===== config.mk =====
export PLATFORM = sky130hd
export DESIGN_NAME = tsu_sched
export DESIGN_NICKNAME = d
export VERILOG_FILES = /design/src/rtl/tsu_sched.sv
export SDC_FILE = /design/constraint.sdc
export NUM_CORES = 1
export LEC_CHECK = 0
export ABC_AREA = 1
export CAP_MARGIN = 5
export CORE_ASPECT_RATIO = 0.75
export CORE_MARGIN = 2
export CORE_UTILIZATION = 38
export DETAILED_ROUTE_END_ITERATION = 6
export HOLD_SLACK_MARGIN = 0.15
export PLACE_DENSITY = 0.61
export SLEW_MARGIN = 20
export SYNTH_ARGS = -nofsm -noshare
export SYNTH_HDL_FRONTEND = slang
export SYNTH_SLANG_ARGS = --single-unit

===== constraint.sdc =====
create_clock -name clk -period 7.9 [get_ports clk]
set_input_delay 1.185 -clock clk [delete_from_list [all_inputs] [get_ports clk]]
set_output_delay 1.185 -clock clk [all_outputs]
set_load 0.02 [all_outputs]

===== src/rtl/tsu_sched.sv =====
// Scheduled-mark generator: rational phase accumulator plus a small FIFO of target phases.
// Optional macro TSU_SCHED_LATE_FIRE_EN: a late head still produces o_mark with zero residual.
module tsu_sched #(
  parameter int RAT_PREC_BITS   = 32,
  parameter int FIFO_DEPTH_BITS = 2
) (
  input  logic                       clk,
  input  logic                       rst,
  input  logic [RAT_PREC_BITS-1:0]   i_num,
  input  logic                       i_time_load,
  input  logic [RAT_PREC_BITS-1:0]   i_time_val,
  input  logic                       i_req_valid,
  output logic                       o_req_ready,
  input  logic [RAT_PREC_BITS-1:0]   i_req_phase,
  output logic                       o_mark,
  output logic [RAT_PREC_BITS-1:0]   o_mark_phase,
  output logic                       o_late,
  output logic [RAT_PREC_BITS-1:0]   o_phase,
  output logic [FIFO_DEPTH_BITS:0]   o_pending
);

  localparam int N     = RAT_PREC_BITS;
  localparam int D     = FIFO_DEPTH_BITS;
  localparam int DEPTH = 1 << D;

  localparam logic [N-1:0] PHASE_ZERO = {N{1'b0}};
  localparam logic [D:0]   PTR_ZERO   = {(D+1){1'b0}};
  localparam logic [D:0]   PTR_ONE    = {{D{1'b0}}, 1'b1};

`ifdef TSU_SCHED_LATE_FIRE_EN
  localparam logic LATE_FIRE = 1'b1;
`else
  localparam logic LATE_FIRE = 1'b0;
`endif

  typedef enum logic [1:0] {
    ST_EMPTY = 2'd0,
    ST_ARMED = 2'd1,
    ST_FIRED = 2'd2
  } state_t;

  state_t         state_r;
  state_t         state_s;
  logic [N-1:0]   now_r;
  logic [N-1:0]   mem_r [DEPTH];
  logic [D:0]     wr_ptr_r;
  logic [D:0]     rd_ptr_r;
  logic [D:0]     pending_r;
  logic           mark_r;
  logic           late_r;
  logic [N-1:0]   mark_phase_r;

  logic           full_s;
  logic           empty_s;
  logic           push_s;
  logic           pop_s;
  logic           eval_s;
  logic           fire_s;
  logic           late_s;
  logic [N-1:0]   head_s;
  logic [N-1:0]   diff_s;
  logic [D:0]     pending_nxt_s;
  logic           mark_nxt_s;
  logic [N-1:0]   mark_phase_nxt_s;

  // Extra pointer bit separates full from empty when the index bits match.
  assign empty_s     = (wr_ptr_r == rd_ptr_r);
  assign full_s      = (wr_ptr_r[D] != rd_ptr_r[D]) && (wr_ptr_r[D-1:0] == rd_ptr_r[D-1:0]);
  assign o_req_ready = ~full_s & ~rst;
  assign push_s      = i_req_valid & o_req_ready;

  assign o_mark       = mark_r;
  assign o_late       = late_r;
  assign o_mark_phase = mark_phase_r;
  assign o_phase      = now_r;
  assign o_pending    = pending_r;

  // Head evaluation against the pre-load accumulator value.
  always_comb begin
    head_s = mem_r[rd_ptr_r[D-1:0]];
    diff_s = head_s - now_r;
    eval_s = (state_r != ST_EMPTY) && !empty_s;
    fire_s = eval_s && (diff_s < i_num);
    late_s = eval_s && !fire_s && diff_s[N-1];
    pop_s  = fire_s | late_s;
  end

  // Occupancy after this cycle's push/pop.
  always_comb begin
    pending_nxt_s = pending_r;
    case ({push_s, pop_s})
      2'b10:   pending_nxt_s = pending_r + PTR_ONE;
      2'b01:   pending_nxt_s = pending_r - PTR_ONE;
      default: pending_nxt_s = pending_r;
    endcase
  end

  // Mark output selection; a late head only marks when late firing is built in.
  always_comb begin
    mark_nxt_s       = 1'b0;
    mark_phase_nxt_s = mark_phase_r;
    if (fire_s) begin
      mark_nxt_s       = 1'b1;
      mark_phase_nxt_s = diff_s;
    end else if (late_s && LATE_FIRE) begin
      mark_nxt_s       = 1'b1;
      mark_phase_nxt_s = PHASE_ZERO;
    end else begin
      mark_nxt_s       = 1'b0;
      mark_phase_nxt_s = mark_phase_r;
    end
  end

  // Next-state logic; FIRED lasts one cycle while the next head is already evaluated.
  always_comb begin
    state_s = state_r;
    case (state_r)
      ST_EMPTY: begin
        if (push_s) begin
          state_s = ST_ARMED;
        end else begin
          state_s = ST_EMPTY;
        end
      end
      ST_ARMED: begin
        if (pop_s) begin
          state_s = ST_FIRED;
        end else begin
          state_s = ST_ARMED;
        end
      end
      ST_FIRED: begin
        if (pending_nxt_s != PTR_ZERO) begin
          state_s = ST_ARMED;
        end else begin
          state_s = ST_EMPTY;
        end
      end
      default: state_s = ST_EMPTY;
    endcase
  end

  // State, accumulator, pointers and registered outputs.
  always_ff @(posedge clk) begin
    if (rst) begin
      state_r      <= ST_EMPTY;
      now_r        <= PHASE_ZERO;
      wr_ptr_r     <= PTR_ZERO;
      rd_ptr_r     <= PTR_ZERO;
      pending_r    <= PTR_ZERO;
      mark_r       <= 1'b0;
      late_r       <= 1'b0;
      mark_phase_r <= PHASE_ZERO;
    end else begin
      state_r      <= state_s;
      now_r        <= i_time_load ? i_time_val : (now_r + i_num);
      if (push_s) begin
        wr_ptr_r <= wr_ptr_r + PTR_ONE;
      end
      if (pop_s) begin
        rd_ptr_r <= rd_ptr_r + PTR_ONE;
      end
      pending_r    <= pending_nxt_s;
      mark_r       <= mark_nxt_s;
      late_r       <= late_s;
      mark_phase_r <= mark_phase_nxt_s;
    end
  end

  // Request storage; contents need no reset since pointers gate every read.
  always_ff @(posedge clk) begin
    if (push_s) begin
      mem_r[wr_ptr_r[D-1:0]] <= i_req_phase;
    end
  end

endmodule


==> out/metrics.cfg <==
[timing]
finalSetupViolCount = 0
max-slew-margin-rel = 0.315
period_minus_slack_ns = 6.17
rsz0062_at_grt = false
finClkSkew_ns = 0.0115
maxSlewViolCount = 0
period_share = 0.780
finalHoldViolCount = 0
timing.setup.tns_ns = 0
worstMarginPinSlew_ns = 1.03
fmax_mhz = 162

[cells_and_area]
layout-drive-gt1-share = 0.0441
nNetsFinal = 1911
n_fill_cell = 3220
synthToLayoutAreaGrowth_pct = 23.2
antenna_cells = 0
seq_area_mm2 = 0.00543
fin_cells = 2167
multi_input_comb_area_mm2 = 0.00606

[power]
power.density_mw_per_mm2 = 247
pwr-share-clk = 0.284
seqPwrFrac = 0.331
p_sw_w = 0.00141
intPower_w = 0.00238
swShare = 0.372
p_comb_frac = 0.384
vdd_drop_max_mv = 0.150
p_leak_nw = 6.57

[global_route]
grt_pass1_vias = 10400
antenna_found_initial = 0
grt_use_met2 = 0.342
grt_pass1_wl_mm = 58.6
grtUsageMet3 = 0.0366
grt-ovfl-total = 0
top_usage_layer = met2
grt_usage = 0.223
met1_usage = 0.330
grt_max_degree = 65

[detailed_routing]
firstDrtPassIters = 5
ant_nets = 0
viasPerCell = 5.04
initialDrtViolationCount = 878
wl_mm = 38.0
vias = 10900
post-route-drc-count = 0
wl_per_cell_um = 17.6

[yosys]
synth_ff_type = edfxtp_1
ys.warnings.count = 0
synth-edff-count = 128
ys_ff_latch = 207
ys_seq_area_frac = 0.437
synth-compound-area-share = 0.149
async_flop_share = 0
synth_top_family_by_area = simple AND/OR/NAND/NOR gates
synth_cell_types = 42
synthSimpleGateAreaFrac = 0.198
synth_area_leaders = edfxtp_1, dfxtp_1, ha_1, nor2_1, nand2_1
yosys.area_share.xor_xnor = 0.0351
yosys.area_share.adder = 0.105
synth.avg_cell_area_um2 = 8.03
muxShareOfSynthArea = 0
syn_inst = 1545
synth_nets = 1747
synth_top_area_frac = 0.310
netlist_area_mm2 = 0.0124
yosysTopAreaCell = edfxtp_1

[critical_path]
crit_fanout = 64
cp.arrival_ns = 6.55
worstSetupPathType = reg -> reg
start_kind = flip-flop
slowest_delay_ns = 0.80
crit_path_top_delay_cell = inv_2
endpoint_kind = flip-flop
required_ns = 8.29
crit_top_cell = nand2_1

[placed_design]
place_congestion = 0.955
dp.cells = 2127
place_hpwl_mm = 29.2
io_buffers = 169

[outcome]
status = finished clean

[floorplanning]
row_count = 57
die_w_um = 213
start_util = 0.385
dieArea_mm2 = 0.0341
pin_count = 170
coreArea_mm2 = 0.0322
die_h_um = 160

[clock_tree]
cts.sinks = 207
ctsHoldBuffers = 0
cts_tree = done
clk_latency_ns = 0.53
post_cts_buffers = 0
ctsResizeCount = 0
cts_buffers = 22
clk_pin_slew_ns = 0.06
clockRootBuffer = clkbuf_16
clk_path_buf_depth = 3
h-tree-depth = 1

[min_path]
worstHoldPathType = reg -> reg
min_from = o_mark_phase[20]

[job]
maxCapViolations = 0

cells by family (layout without fill, tap and decap cells):
family                     Yosys count  count (layout)
xor gates and xnor gates            48              48
adders and majority gates          102             102
DFF                                207             207
buffers and inverters              237             417
and+or+nand+nor                    611             611
AOI/OAI and AO/OA                  340             340
area by class of cell:
cell class	count	share of cell area
inverter	196	0.0481
timing repair buffer	181	0.117
tap	442	0.0362
clock buffer	32	0.0405
clock inverter	8	0.00745
sequential	207	0.355
multi-input combinational	1101	0.396
power by group through the flow:
stage	registers, W	logic [W]	clock network [W]
after floorplan	0.00130	0.000939	0
after global placement	0.00128	0.00142	0
after detailed placement	0.00128	0.00143	0
after CTS	0.00125	0.00144	0.00110
after global routing	0.00126	0.00163	0.00114
final	0.00125	0.00145	0.00108
Yosys cell counts, types with 8 or more instances:
library cell / count
nor2_1: 273
nand2_1: 247
inv_1: 190
o21ai_0: 156
edfxtp_1: 128
a21oi_1: 108
ha_1: 99
dfxtp_1: 79
nand3_1: 53
clkbuf_1: 33
xor2_1: 32
o22ai_1: 31
xnor2_1: 14
nand2_2: 11
nor3_1: 10
o21a_1: 9
o21ai_1: 8
metrics by stage:
step	worst slack, ns	hold slack [ns]	util	power, W	cell area (um2)
floorplan	3.33	0.482	-	0.00224	12400
global placement	1.99	0.491	0.451	0.00270	14600
detailed placement	1.90	0.491	0.451	0.00271	14600
CTS	1.87	0.517	0.474	0.00380	15300
global route	1.01	0.541	0.474	0.00403	15300
finish	1.73	0.511	0.474	0.00378	15300
flip-flops by register name, indices dropped and copies added (netlist names), named ones only:
name and cells:
mem_r 128, o_mark_phase 32, o_phase 32, o_pending 3, rd_ptr_r 3, wr_ptr_r 3, state_r 2, o_late 1
o_mark 1
critical path: cells and delay by family, from the launching register on:
kind / cells / cell delay, ns
compound gates: 8 / 1.13
xor+xnor: 2 / 0.40
fa+ha+maj: 5 / 1.26
buf+inv: 3 / 0.96
flops: 1 / 0.46
simple gates: 15 / 1.79
metal layers:
metal / part of all wire / wire length (um)
met5: 0 / 0
met3: 0.063 / 2400
met4: 0.021 / 803
met2: 0.43 / 16400
met1: 0.48 / 18400
cells in the final DEF (no fill, tap or decap), types with 2 or more instances in the layout:
| cell type | n |
|---|---|
| nor2_1 | 268 |
| nand2_1 | 247 |
| inv_1 | 190 |
| clkdlybuf4s50_1 | 169 |
| o21ai_0 | 156 |
| edfxtp_1 | 128 |
| a21oi_1 | 108 |
| ha_1 | 99 |
| dfxtp_1 | 78 |
| nand3_1 | 53 |
| xor2_1 | 32 |
| o22ai_1 | 31 |
| clkbuf_16 | 23 |
| xnor2_1 | 14 |
| buf_4 | 12 |
| nand2_2 | 11 |
| nor3_1 | 10 |
| o21a_1 | 9 |
| o21ai_1 | 8 |
| clkbuf_1 | 8 |
| inv_2 | 6 |
| a21o_1 | 6 |
| nand4_1 | 6 |
| o211ai_1 | 6 |
| nor2_2 | 5 |
| a31oi_1 | 4 |
| nor4_1 | 4 |
| a21oi_2 | 3 |
| o21bai_1 | 3 |
| fa_1 | 3 |
| clkinv_1 | 3 |
| bufinv_16 | 3 |
| xor2_2 | 2 |
| nand3b_1 | 2 |
final timing paths:
kind / slack (ns) / to / cells after the start
hold reg to reg: 0.51 / o_mark_phase[20] / 2
setup reg to reg: 1.73 / state_r[0] / 33
hold / removal: 0.51 / o_mark_phase[20] / 2
setup / recovery: 1.73 / state_r[0] / 33
Note: power is estimated with default switching activity, not from simulation.
